===== config.mk =====
export PLATFORM = sky130hd
export DESIGN_NAME = alu_reservation_station_flat
export DESIGN_NICKNAME = d
export VERILOG_FILES = /design/src/rtl/alu_reservation_station_if.sv /design/src/rtl/alu_reservation_station.sv /design/src/flat_wrapper.sv
export SDC_FILE = /design/constraint.sdc
export NUM_CORES = 1
export LEC_CHECK = 0
export ABC_CLOCK_PERIOD_IN_PS = 5300
export CORE_UTILIZATION = 50
export DETAILED_ROUTE_END_ITERATION = 10
export PLACE_DENSITY_LB_ADDON = 0.2
export SLEW_MARGIN = 25
export SYNTH_ARGS = -nofsm -noshare
export SYNTH_HDL_FRONTEND = slang
export SYNTH_SLANG_ARGS = --single-unit

===== constraint.sdc =====
create_clock -name clk -period 5.3 [get_ports clk]
set_input_delay 1.06 -clock clk [delete_from_list [all_inputs] [get_ports clk]]
set_output_delay 1.06 -clock clk [all_outputs]
set_load 0.02 [all_outputs]

===== src/rtl/alu_reservation_station_if.sv =====
// Bundle between rename/allocate, the CDB, the ALU dispatch port and the
// reservation station; the station takes the master side of the ALU handshake.
interface alu_reservation_station_if #(
    parameter int ENTRIES   = 4,
    parameter int TAG_WIDTH = 6
);
    localparam int CW = $clog2(ENTRIES) + 1;

    logic                 flush;

    logic                 alloc_valid;
    logic                 alloc_ready;
    logic [2:0]           alloc_op;
    logic [TAG_WIDTH-1:0] alloc_tag;
    logic                 alloc_src1_rdy;
    logic [31:0]          alloc_src1_val;
    logic [TAG_WIDTH-1:0] alloc_src1_tag;
    logic                 alloc_src2_rdy;
    logic [31:0]          alloc_src2_val;
    logic [TAG_WIDTH-1:0] alloc_src2_tag;

    logic                 cdb_valid;
    logic [TAG_WIDTH-1:0] cdb_tag;
    logic [31:0]          cdb_data;

    logic                 dispatch_valid;
    logic [2:0]           dispatch_op;
    logic [31:0]          dispatch_val1;
    logic [31:0]          dispatch_val2;
    logic [TAG_WIDTH-1:0] dispatch_tag;
    logic                 dispatch_ack;

    logic [CW-1:0]        occupancy;
    logic                 full;
    logic                 empty;

    modport master (
        input  flush,
        input  alloc_valid, alloc_op, alloc_tag,
        input  alloc_src1_rdy, alloc_src1_val, alloc_src1_tag,
        input  alloc_src2_rdy, alloc_src2_val, alloc_src2_tag,
        input  cdb_valid, cdb_tag, cdb_data,
        input  dispatch_ack,
        output alloc_ready,
        output dispatch_valid, dispatch_op, dispatch_val1, dispatch_val2, dispatch_tag,
        output occupancy, full, empty
    );

    modport slave (
        output flush,
        output alloc_valid, alloc_op, alloc_tag,
        output alloc_src1_rdy, alloc_src1_val, alloc_src1_tag,
        output alloc_src2_rdy, alloc_src2_val, alloc_src2_tag,
        output cdb_valid, cdb_tag, cdb_data,
        output dispatch_ack,
        input  alloc_ready,
        input  dispatch_valid, dispatch_op, dispatch_val1, dispatch_val2, dispatch_tag,
        input  occupancy, full, empty
    );
endinterface


===== src/rtl/alu_reservation_station.sv =====
// ALU reservation station: collapsing age-ordered queue with CDB wakeup,
// oldest-ready select, and same-edge shift/alloc/wakeup update.
module alu_reservation_station #(
    parameter int ENTRIES   = 4,
    parameter int TAG_WIDTH = 6
) (
    input  logic                       clk,
    input  logic                       rst_n,
    alu_reservation_station_if.master  bus
);
    localparam int IW = $clog2(ENTRIES);
    localparam int CW = IW + 1;

    typedef struct packed {
        logic                 valid;
        logic [2:0]           op;
        logic [TAG_WIDTH-1:0] tag;
        logic                 s1Rdy;
        logic [31:0]          s1Val;
        logic [TAG_WIDTH-1:0] s1Tag;
        logic                 s2Rdy;
        logic [31:0]          s2Val;
        logic [TAG_WIDTH-1:0] s2Tag;
    } entry_t;

    entry_t         r_q      [ENTRIES];
    logic [CW-1:0]  r_count;

    entry_t         w_woken  [ENTRIES];
    entry_t         w_nxt    [ENTRIES];
    entry_t         w_new;
    entry_t         w_selEntry;
    logic [CW-1:0]  w_countNxt;
    logic [CW-1:0]  w_allocIdx;
    logic [IW-1:0]  w_selIdx;
    logic           w_selFound;
    logic           w_full;
    logic           w_allocReady;
    logic           w_allocFire;
    logic           w_dispValid;
    logic           w_fire;

    // Select looks only at registered state so dispatch_valid never depends on ack.
    always_comb begin
        w_selFound = 1'b0;
        w_selIdx   = '0;
        for (int i = ENTRIES - 1; i >= 0; i--) begin
            if (r_q[i].valid && r_q[i].s1Rdy && r_q[i].s2Rdy) begin
                w_selFound = 1'b1;
                w_selIdx   = IW'(i);
            end
        end
    end

    assign w_full       = (r_count == CW'(ENTRIES));
    assign w_allocReady = !w_full && !bus.flush;
    assign w_allocFire  = bus.alloc_valid && w_allocReady;
    assign w_dispValid  = w_selFound && !bus.flush;
    assign w_fire       = w_dispValid && bus.dispatch_ack;
    assign w_selEntry   = w_dispValid ? r_q[w_selIdx] : '0;

    assign bus.alloc_ready    = w_allocReady;
    assign bus.dispatch_valid = w_dispValid;
    assign bus.dispatch_op    = w_selEntry.op;
    assign bus.dispatch_val1  = w_selEntry.s1Val;
    assign bus.dispatch_val2  = w_selEntry.s2Val;
    assign bus.dispatch_tag   = w_selEntry.tag;
    assign bus.occupancy      = r_count;
    assign bus.full           = w_full;
    assign bus.empty          = (r_count == '0);

    // Incoming entry, with a same-cycle CDB broadcast bypassed into waiting sources.
    always_comb begin
        w_new       = '0;
        w_new.valid = 1'b1;
        w_new.op    = bus.alloc_op;
        w_new.tag   = bus.alloc_tag;
        w_new.s1Rdy = bus.alloc_src1_rdy;
        w_new.s1Val = bus.alloc_src1_val;
        w_new.s1Tag = bus.alloc_src1_tag;
        w_new.s2Rdy = bus.alloc_src2_rdy;
        w_new.s2Val = bus.alloc_src2_val;
        w_new.s2Tag = bus.alloc_src2_tag;
        if (bus.cdb_valid && !bus.alloc_src1_rdy && (bus.alloc_src1_tag == bus.cdb_tag)) begin
            w_new.s1Rdy = 1'b1;
            w_new.s1Val = bus.cdb_data;
        end
        if (bus.cdb_valid && !bus.alloc_src2_rdy && (bus.alloc_src2_tag == bus.cdb_tag)) begin
            w_new.s2Rdy = 1'b1;
            w_new.s2Val = bus.cdb_data;
        end
    end

    // Wakeup is applied before the collapse so a shifted entry keeps its capture.
    always_comb begin
        for (int i = 0; i < ENTRIES; i++) begin
            w_woken[i] = r_q[i];
            if (bus.cdb_valid && r_q[i].valid && !r_q[i].s1Rdy && (r_q[i].s1Tag == bus.cdb_tag)) begin
                w_woken[i].s1Rdy = 1'b1;
                w_woken[i].s1Val = bus.cdb_data;
            end
            if (bus.cdb_valid && r_q[i].valid && !r_q[i].s2Rdy && (r_q[i].s2Tag == bus.cdb_tag)) begin
                w_woken[i].s2Rdy = 1'b1;
                w_woken[i].s2Val = bus.cdb_data;
            end
        end
    end

    always_comb begin
        for (int i = 0; i < ENTRIES - 1; i++) begin
            w_nxt[i] = w_woken[i];
            if (w_fire && (IW'(i) >= w_selIdx)) begin
                w_nxt[i] = w_woken[i + 1];
            end
        end
        w_nxt[ENTRIES - 1] = w_fire ? '0 : w_woken[ENTRIES - 1];

        w_allocIdx = r_count - CW'(w_fire);
        if (w_allocFire) begin
            for (int i = 0; i < ENTRIES; i++) begin
                if (CW'(i) == w_allocIdx) begin
                    w_nxt[i] = w_new;
                end
            end
        end

        w_countNxt = r_count + CW'(w_allocFire) - CW'(w_fire);

        if (bus.flush) begin
            for (int i = 0; i < ENTRIES; i++) begin
                w_nxt[i] = '0;
            end
            w_countNxt = '0;
        end
    end

    always_ff @(posedge clk or negedge rst_n) begin
        if (!rst_n) begin
            for (int i = 0; i < ENTRIES; i++) begin
                r_q[i] <= '0;
            end
            r_count <= '0;
        end else begin
            for (int i = 0; i < ENTRIES; i++) begin
                r_q[i] <= w_nxt[i];
            end
            r_count <= w_countNxt;
        end
    end
endmodule


===== src/flat_wrapper.sv =====
// flat-port wrapper written by rule: the top's interface ports become plain ports
module alu_reservation_station_flat 
#(
    parameter int ENTRIES   = 4,
    parameter int TAG_WIDTH = 6
)
  (clk, rst_n, bus_flush, bus_alloc_valid, bus_alloc_op, bus_alloc_tag, bus_alloc_src1_rdy, bus_alloc_src1_val, bus_alloc_src1_tag, bus_alloc_src2_rdy, bus_alloc_src2_val, bus_alloc_src2_tag, bus_cdb_valid, bus_cdb_tag, bus_cdb_data, bus_dispatch_ack, bus_alloc_ready, bus_dispatch_valid, bus_dispatch_op, bus_dispatch_val1, bus_dispatch_val2, bus_dispatch_tag, bus_occupancy, bus_full, bus_empty);
  alu_reservation_station_if #(.ENTRIES(ENTRIES), .TAG_WIDTH(TAG_WIDTH)) bus_i ();
  input  logic clk;
  input  logic rst_n;
  input wire logic [$bits(bus_i.flush)-1:0] bus_flush;
  input wire logic [$bits(bus_i.alloc_valid)-1:0] bus_alloc_valid;
  input wire logic [$bits(bus_i.alloc_op)-1:0] bus_alloc_op;
  input wire logic [$bits(bus_i.alloc_tag)-1:0] bus_alloc_tag;
  input wire logic [$bits(bus_i.alloc_src1_rdy)-1:0] bus_alloc_src1_rdy;
  input wire logic [$bits(bus_i.alloc_src1_val)-1:0] bus_alloc_src1_val;
  input wire logic [$bits(bus_i.alloc_src1_tag)-1:0] bus_alloc_src1_tag;
  input wire logic [$bits(bus_i.alloc_src2_rdy)-1:0] bus_alloc_src2_rdy;
  input wire logic [$bits(bus_i.alloc_src2_val)-1:0] bus_alloc_src2_val;
  input wire logic [$bits(bus_i.alloc_src2_tag)-1:0] bus_alloc_src2_tag;
  input wire logic [$bits(bus_i.cdb_valid)-1:0] bus_cdb_valid;
  input wire logic [$bits(bus_i.cdb_tag)-1:0] bus_cdb_tag;
  input wire logic [$bits(bus_i.cdb_data)-1:0] bus_cdb_data;
  input wire logic [$bits(bus_i.dispatch_ack)-1:0] bus_dispatch_ack;
  output wire logic [$bits(bus_i.alloc_ready)-1:0] bus_alloc_ready;
  output wire logic [$bits(bus_i.dispatch_valid)-1:0] bus_dispatch_valid;
  output wire logic [$bits(bus_i.dispatch_op)-1:0] bus_dispatch_op;
  output wire logic [$bits(bus_i.dispatch_val1)-1:0] bus_dispatch_val1;
  output wire logic [$bits(bus_i.dispatch_val2)-1:0] bus_dispatch_val2;
  output wire logic [$bits(bus_i.dispatch_tag)-1:0] bus_dispatch_tag;
  output wire logic [$bits(bus_i.occupancy)-1:0] bus_occupancy;
  output wire logic [$bits(bus_i.full)-1:0] bus_full;
  output wire logic [$bits(bus_i.empty)-1:0] bus_empty;
  assign bus_i.flush = bus_flush;
  assign bus_i.alloc_valid = bus_alloc_valid;
  assign bus_i.alloc_op = bus_alloc_op;
  assign bus_i.alloc_tag = bus_alloc_tag;
  assign bus_i.alloc_src1_rdy = bus_alloc_src1_rdy;
  assign bus_i.alloc_src1_val = bus_alloc_src1_val;
  assign bus_i.alloc_src1_tag = bus_alloc_src1_tag;
  assign bus_i.alloc_src2_rdy = bus_alloc_src2_rdy;
  assign bus_i.alloc_src2_val = bus_alloc_src2_val;
  assign bus_i.alloc_src2_tag = bus_alloc_src2_tag;
  assign bus_i.cdb_valid = bus_cdb_valid;
  assign bus_i.cdb_tag = bus_cdb_tag;
  assign bus_i.cdb_data = bus_cdb_data;
  assign bus_i.dispatch_ack = bus_dispatch_ack;
  assign bus_alloc_ready = bus_i.alloc_ready;
  assign bus_dispatch_valid = bus_i.dispatch_valid;
  assign bus_dispatch_op = bus_i.dispatch_op;
  assign bus_dispatch_val1 = bus_i.dispatch_val1;
  assign bus_dispatch_val2 = bus_i.dispatch_val2;
  assign bus_dispatch_tag = bus_i.dispatch_tag;
  assign bus_occupancy = bus_i.occupancy;
  assign bus_full = bus_i.full;
  assign bus_empty = bus_i.empty;
  alu_reservation_station #(.ENTRIES(ENTRIES), .TAG_WIDTH(TAG_WIDTH)) u_core (.clk(clk), .rst_n(rst_n), .bus(bus_i));
endmodule

Yosys cells after proc, flatten, opt, wreduce, memory -nomap -nowiden
Cells that the tools add are included.

operators by class
  add/sub/neg operators = 3
  magnitude comparators = 4
  equal/unequal tests = 14
  multiplexer cells = 33
  bitwise logic cells = 1
  reduce and logical (&&, ||, !) cells = 53

operator list
  cell                  count
  $mux W352             2
  $mux W88              8
  $mux W33              10
  $mux W87              3
  $bmux W88 S2          1
  $eq A6 B6 Y1          10
  $logic_and A1 B1 Y1   39
  $logic_not A1 Y1      12
  $mux W2               4
  $eq A2 B3 Y1 const A  2
  $logic_not A3 Y1      2
  $sub A3 B1 Y3         2
  $ge A1 B2 Y1 const A  2
  $mux W1               4
  $add A3 B1 Y3         1
  $eq A1 B3 Y1 const A  1
  $eq A3 B3 Y1 const B  1
  $ge A3 B3 Y1 const B  1
  $mux W3               1
  $not A2 Y3            1
  $ge A2 B2 Y1 const A  1

word-level totals
  flip-flop bits (word level) = 355
  output and inout bits = 80

Longest topological paths before layout
  depth in word-level cells = 13
  mapped depth = 14
  gate-level depth less buffers = 11

Worst setup path before layout
OpenSTA, ideal clock, no wires.

  path type = input to output
  from = in bus_flush
  to = out bus_dispatch_op[0]
  arrival = 2.448 ns
  slack = 1.792 ns
  stages = 5
  cell sequence = clkbuf_1 -> or2_2 -> clkbuf_1 -> clkbuf_1 -> a211oi_1

on the way
  word-level cells in the longest chain between the ends = 3

ends and longest elaborated chain
  item                 RTL line                       source
  start, declared      flat_wrapper.sv:11             input wire logic [$bits(bus_i.flush)-1:0] bus_flush;
  $logic_not A1 Y1     alu_reservation_station.sv:58  assign w_dispValid = w_selFound && !bus.flush;
  $logic_and A1 B1 Y1  alu_reservation_station.sv:58
  $mux W87             alu_reservation_station.sv:60  assign w_selEntry = w_dispValid ? r_q[w_selIdx] : '0;
  end, declared        flat_wrapper.sv:27             output wire logic [$bits(bus_i.dispatch_op)-1:0] bus_dispatch_op;

No other way between the ends.

Final worst setup path
  from = reg u_core.r_q[263] in the netlist's numbering
  to = out bus_dispatch_val1[2]

on the way
  word-level cells in the longest chain between the ends = 9
  elaborated cells between the ends (all ways) = 12

ends and longest elaborated chain
  item                                          RTL line                        source
  start, declared                               alu_reservation_station.sv:26   entry_t r_q [ENTRIES];
  start signal, assigned by index               alu_reservation_station.sv:145  r_q[i] <= w_nxt[i];
  $logic_and A1 B1 Y1 (*) (2 in series)         alu_reservation_station.sv:48   if (r_q[i].valid && r_q[i].s1Rdy && r_q[i].s2Rdy) begin
  $mux W2 (2 in series)                         alu_reservation_station.sv:48
  $not A2 Y3 (not written as such)              alu_reservation_station.sv:60
  $bmux W88 S2                                  alu_reservation_station.sv:60
  $mux W87 (not written as such) (2 in series)  alu_reservation_station.sv:60
  $mux W87 (*)                                  alu_reservation_station.sv:60
  end, declared                                 flat_wrapper.sv:28              output wire logic [$bits(bus_i.dispatch_val1)-1:0] bus_dispatch_val1;

Mark *: on every way between the ends. The rest lies on a longest branch, timed or not. The select of a mux whose other input is x is not followed.

==> qor.yml <==
clocking:
  cts_hold_buf: 0
  cts_tree: "yes"
  postCtsResizedCells: 0
  clock_latency_ns: 0.57
  cts.sink_count: 355
  htreeDepth: 2
  cts_inserted_buffers: 42
  clkTransAtPathRegs_ns: 0.06
  clockBufferDepth: 3
  cts_root_buf: "clkbuf_16"
  postCtsSetupBuffers: 0
floorplan:
  dieWidth_um: 213
  die_h_um: 213
  coreArea_um2: 43400
  initial_core_util_pct: 51.1
  num_rows: 76
  io_pins: 211
  die_area_um2: 45200
setup_path:
  r2r_start: "u_core.r_q[302]"
  critical_path_peak_fanout: 90
  crit_path_cell_trace: "nand3_2 -> nand2_1 -> a21oi_4 -> buf_12 -> mux2i_1 -> a211oi_1 -> clkdlybuf4s50_1"
  startpoint: "u_core.r_q[263]"
  rrSetupSlack_ns: 1.91
  reg2reg_depth: 11
  cpPeakStageDelay_ns: 0.71
  cp-end-kind: "output pin"
  critPathCapture: "bus_dispatch_val1[2]"
  crit_required_ns: 4.24
  crit_slowest_cell: "clkdlybuf4s50_1"
  r2r-end: "u_core.r_q[215]"
  arrival_ns: 3.68
  crit_path_start_kind: "flop"
  crit_type: "flop to output pin"
yosys:
  synth_cells: 2351
  syn-num-nets: 2486
  synth_edf_count: 0
  synth_ff_type: "dfrtp_1"
  synth_warnings: 0
  ys_ff_latch: 355
  ys_types: 58
  synthTopCellsByArea: "dfrtp_1 40%, mux2i_1 7.2%, a211oi_1 5.7%, a21oi_1 5.2%, a22oi_1 4.3%"
  synth.top_cell.area_share_pct: 40.1
  yosysMostFrequentCell: "dfrtp_1"
  ys_top_cells_by_count: "355 x dfrtp_1, 231 x a21oi_1, 184 x clkbuf_1, 167 x a211oi_1, 160 x mux2i_1"
  syn-mean-instance-area_um2: 9.43
  yosysSeqAreaShare_pct: 40.1
  ys_async_sr_fraction_pct: 100
  synth_area_leader_cell: "dfrtp_1"
  syn_area_um2: 22200
sta:
  final-setup-viol-count: 0
  finalCritPeriodShare_pct: 89.3
  max-slew-margin-rel_pct: 29.5
  fmax_mhz: 211
  slew_violations: 0
  rsz0062_at_grt: "no"
  fin_crit_ns: 4.74
  clock-skew-final_ns: 0.0101
  hold_violations: 0
  setup_tns_ns: 0
  tightest_slew_ns: 1.06
routing:
  drc: 0
  dr.first_iter.drc_count: 2795
  ant_nets: 0
  wl_um: 79100
  routed-via-count: 21200
  routedWlPerCell_um: 26.3
  avgViaCountPerCell: 7.05
  drtPass1Iterations: 6
outcome:
  status: "finished, final reports clean"
placement:
  gp_congestion: 0.892
  postPlaceCellArea_um2: 24700
  io_buffers: 210
  place_hpwl_um: 46200
global_routing:
  grt_pass1_vias: 21000
  grt_pass1_wl_um: 121000
  grt_max_degree: 200
  grt.total_usage_pct: 34.7
  antenna_found_initial: 0
  grt.overflow.total: 0
layout:
  drive_gt1_share_pct: 11.7
  antenna_cells: 0
  nets: 2522
  syn_to_final_growth_pct: 17.9
  final_area_um2: 26200
pwr:
  p_per_area_nw_per_um2: 255
  vdd_drop_max_uv: 228
  power.total_mw: 6.66
  p_leak_nw: 9.90
worst_hold_path:
  hold_path_class: "primary input to async pin"
job:
  cap_violations: 0
## kinds of logic (layout without fill, tap and decap cells)
group | after synthesis | count (layout) | share of synthesized area, %
XOR/XNOR | 63 | 63 | 2.57
multiplexers | 224 | 224 | 10.5
AND/OR/NAND/NOR | 569 | 569 | 12.8
AO/OA/AOI/OAI | 844 | 844 | 28.0
buffers and inverters | 292 | 361 | 5.85
adder cells (fa/ha/maj) | 4 | 4 | 0.260
flip-flops | 355 | 355 | 40.1
## stage by stage
| stage | std cells | hold slack (ns) | util [%] | worst slack [ns] |
|---|---|---|---|---|
| 5_1_grt | 3005 | 0.578 | 60.3 | 0.457 |
| 3_3_place_gp | 2927 | 0.534 | 57.0 | 1.04 |
| 4_1_cts | 3004 | 0.546 | 60.3 | 0.611 |
| 2_1_floorplan | 2351 | 0.518 | - | 1.79 |
| 6_report | 3005 | 0.546 | 60.3 | 0.565 |
| 3_5_place_dp | 2927 | 0.533 | 57.0 | 0.857 |
## final cells by class
class	count	area, um2
Clock buffer	66	1350
Clock inverter	11	82.6
Fill cell	3675	17200
Inverter	5	20.0
Multi-Input combinational cell	1704	12200
Sequential cell	355	8880
Tap cell	585	732
Timing Repair Buffer	279	2850
## cells in the final DEF, fill, tap and decap left out, drive strengths merged, types with 4 or more instances in the layout
cell | netlist | routed
nor3 | 12 | 12
nand3b | 7 | 7
nand3 | 96 | 96
a22oi | 128 | 128
a221oi | 128 | 128
dfrtp | 355 | 355
nor2b | 76 | 76
nand2 | 124 | 124
o21ai | 7 | 7
nand2b | 73 | 73
xor2 | 47 | 47
nor4 | 10 | 10
and2 | 6 | 6
a311oi | 42 | 42
a21oi | 231 | 231
o32ai | 63 | 63
clkdlybuf4s50 | 0 | 208
a211oi | 167 | 167
buf | 103 | 71
mux2i | 160 | 160
mux2 | 64 | 64
nor2 | 141 | 141
clkinv | 1 | 10
xnor2 | 16 | 16
inv | 4 | 4
or3 | 7 | 7
o22ai | 64 | 64
clkbuf | 184 | 66
## per-layer routing
layer / wire (um) / vias to the layer above / track usage (%)
li1: - / 9038 / -
met1: 31500 / 10500 / 46.6
met2: 36300 / 1417 / 54.1
met3: 8240 / 232 / 6.82
met4: 3050 / 0 / 15.7
met5: 0 / - / 0
## worst max-delay path: cells and delay by family, from the launching register on
| kind | cells | cell delay, ns |
|---|---|---|
| buffers and inverters | 2 | 1.13 |
| AO/OA/AOI/OAI | 2 | 0.83 |
| multiplexers | 1 | 0.15 |
| AND/OR/NAND/NOR | 2 | 0.48 |
| flip-flops | 1 | 0.45 |
## worst min path at each step
stage,startpoint,endpoint,slack (ns),cells after the start
finish,rst_n,u_core.r_q[277],0.55,1
floorplan,u_core.r_q[342],u_core.r_q[342],0.52,2
CTS,u_core.r_q[347],u_core.r_q[347],0.55,2
global route,u_core.r_q[348],u_core.r_q[348],0.58,2
global placement,u_core.r_q[347],u_core.r_q[347],0.53,2
detailed placement,u_core.r_q[347],u_core.r_q[347],0.53,2
## power by group
part	switching, mW	total (mW)	internal, mW
registers	0.0763	2.89	2.81
logic	0.458	0.776	0.318
clock network	1.20	2.99	1.79
total	1.74	6.66	4.92
## state kept, by name, summed over array words and instances (netlist names)
name / count
u_core.r_q: 352
u_core.bus.occupancy: 3
Power figures use the tool's default switching activity.
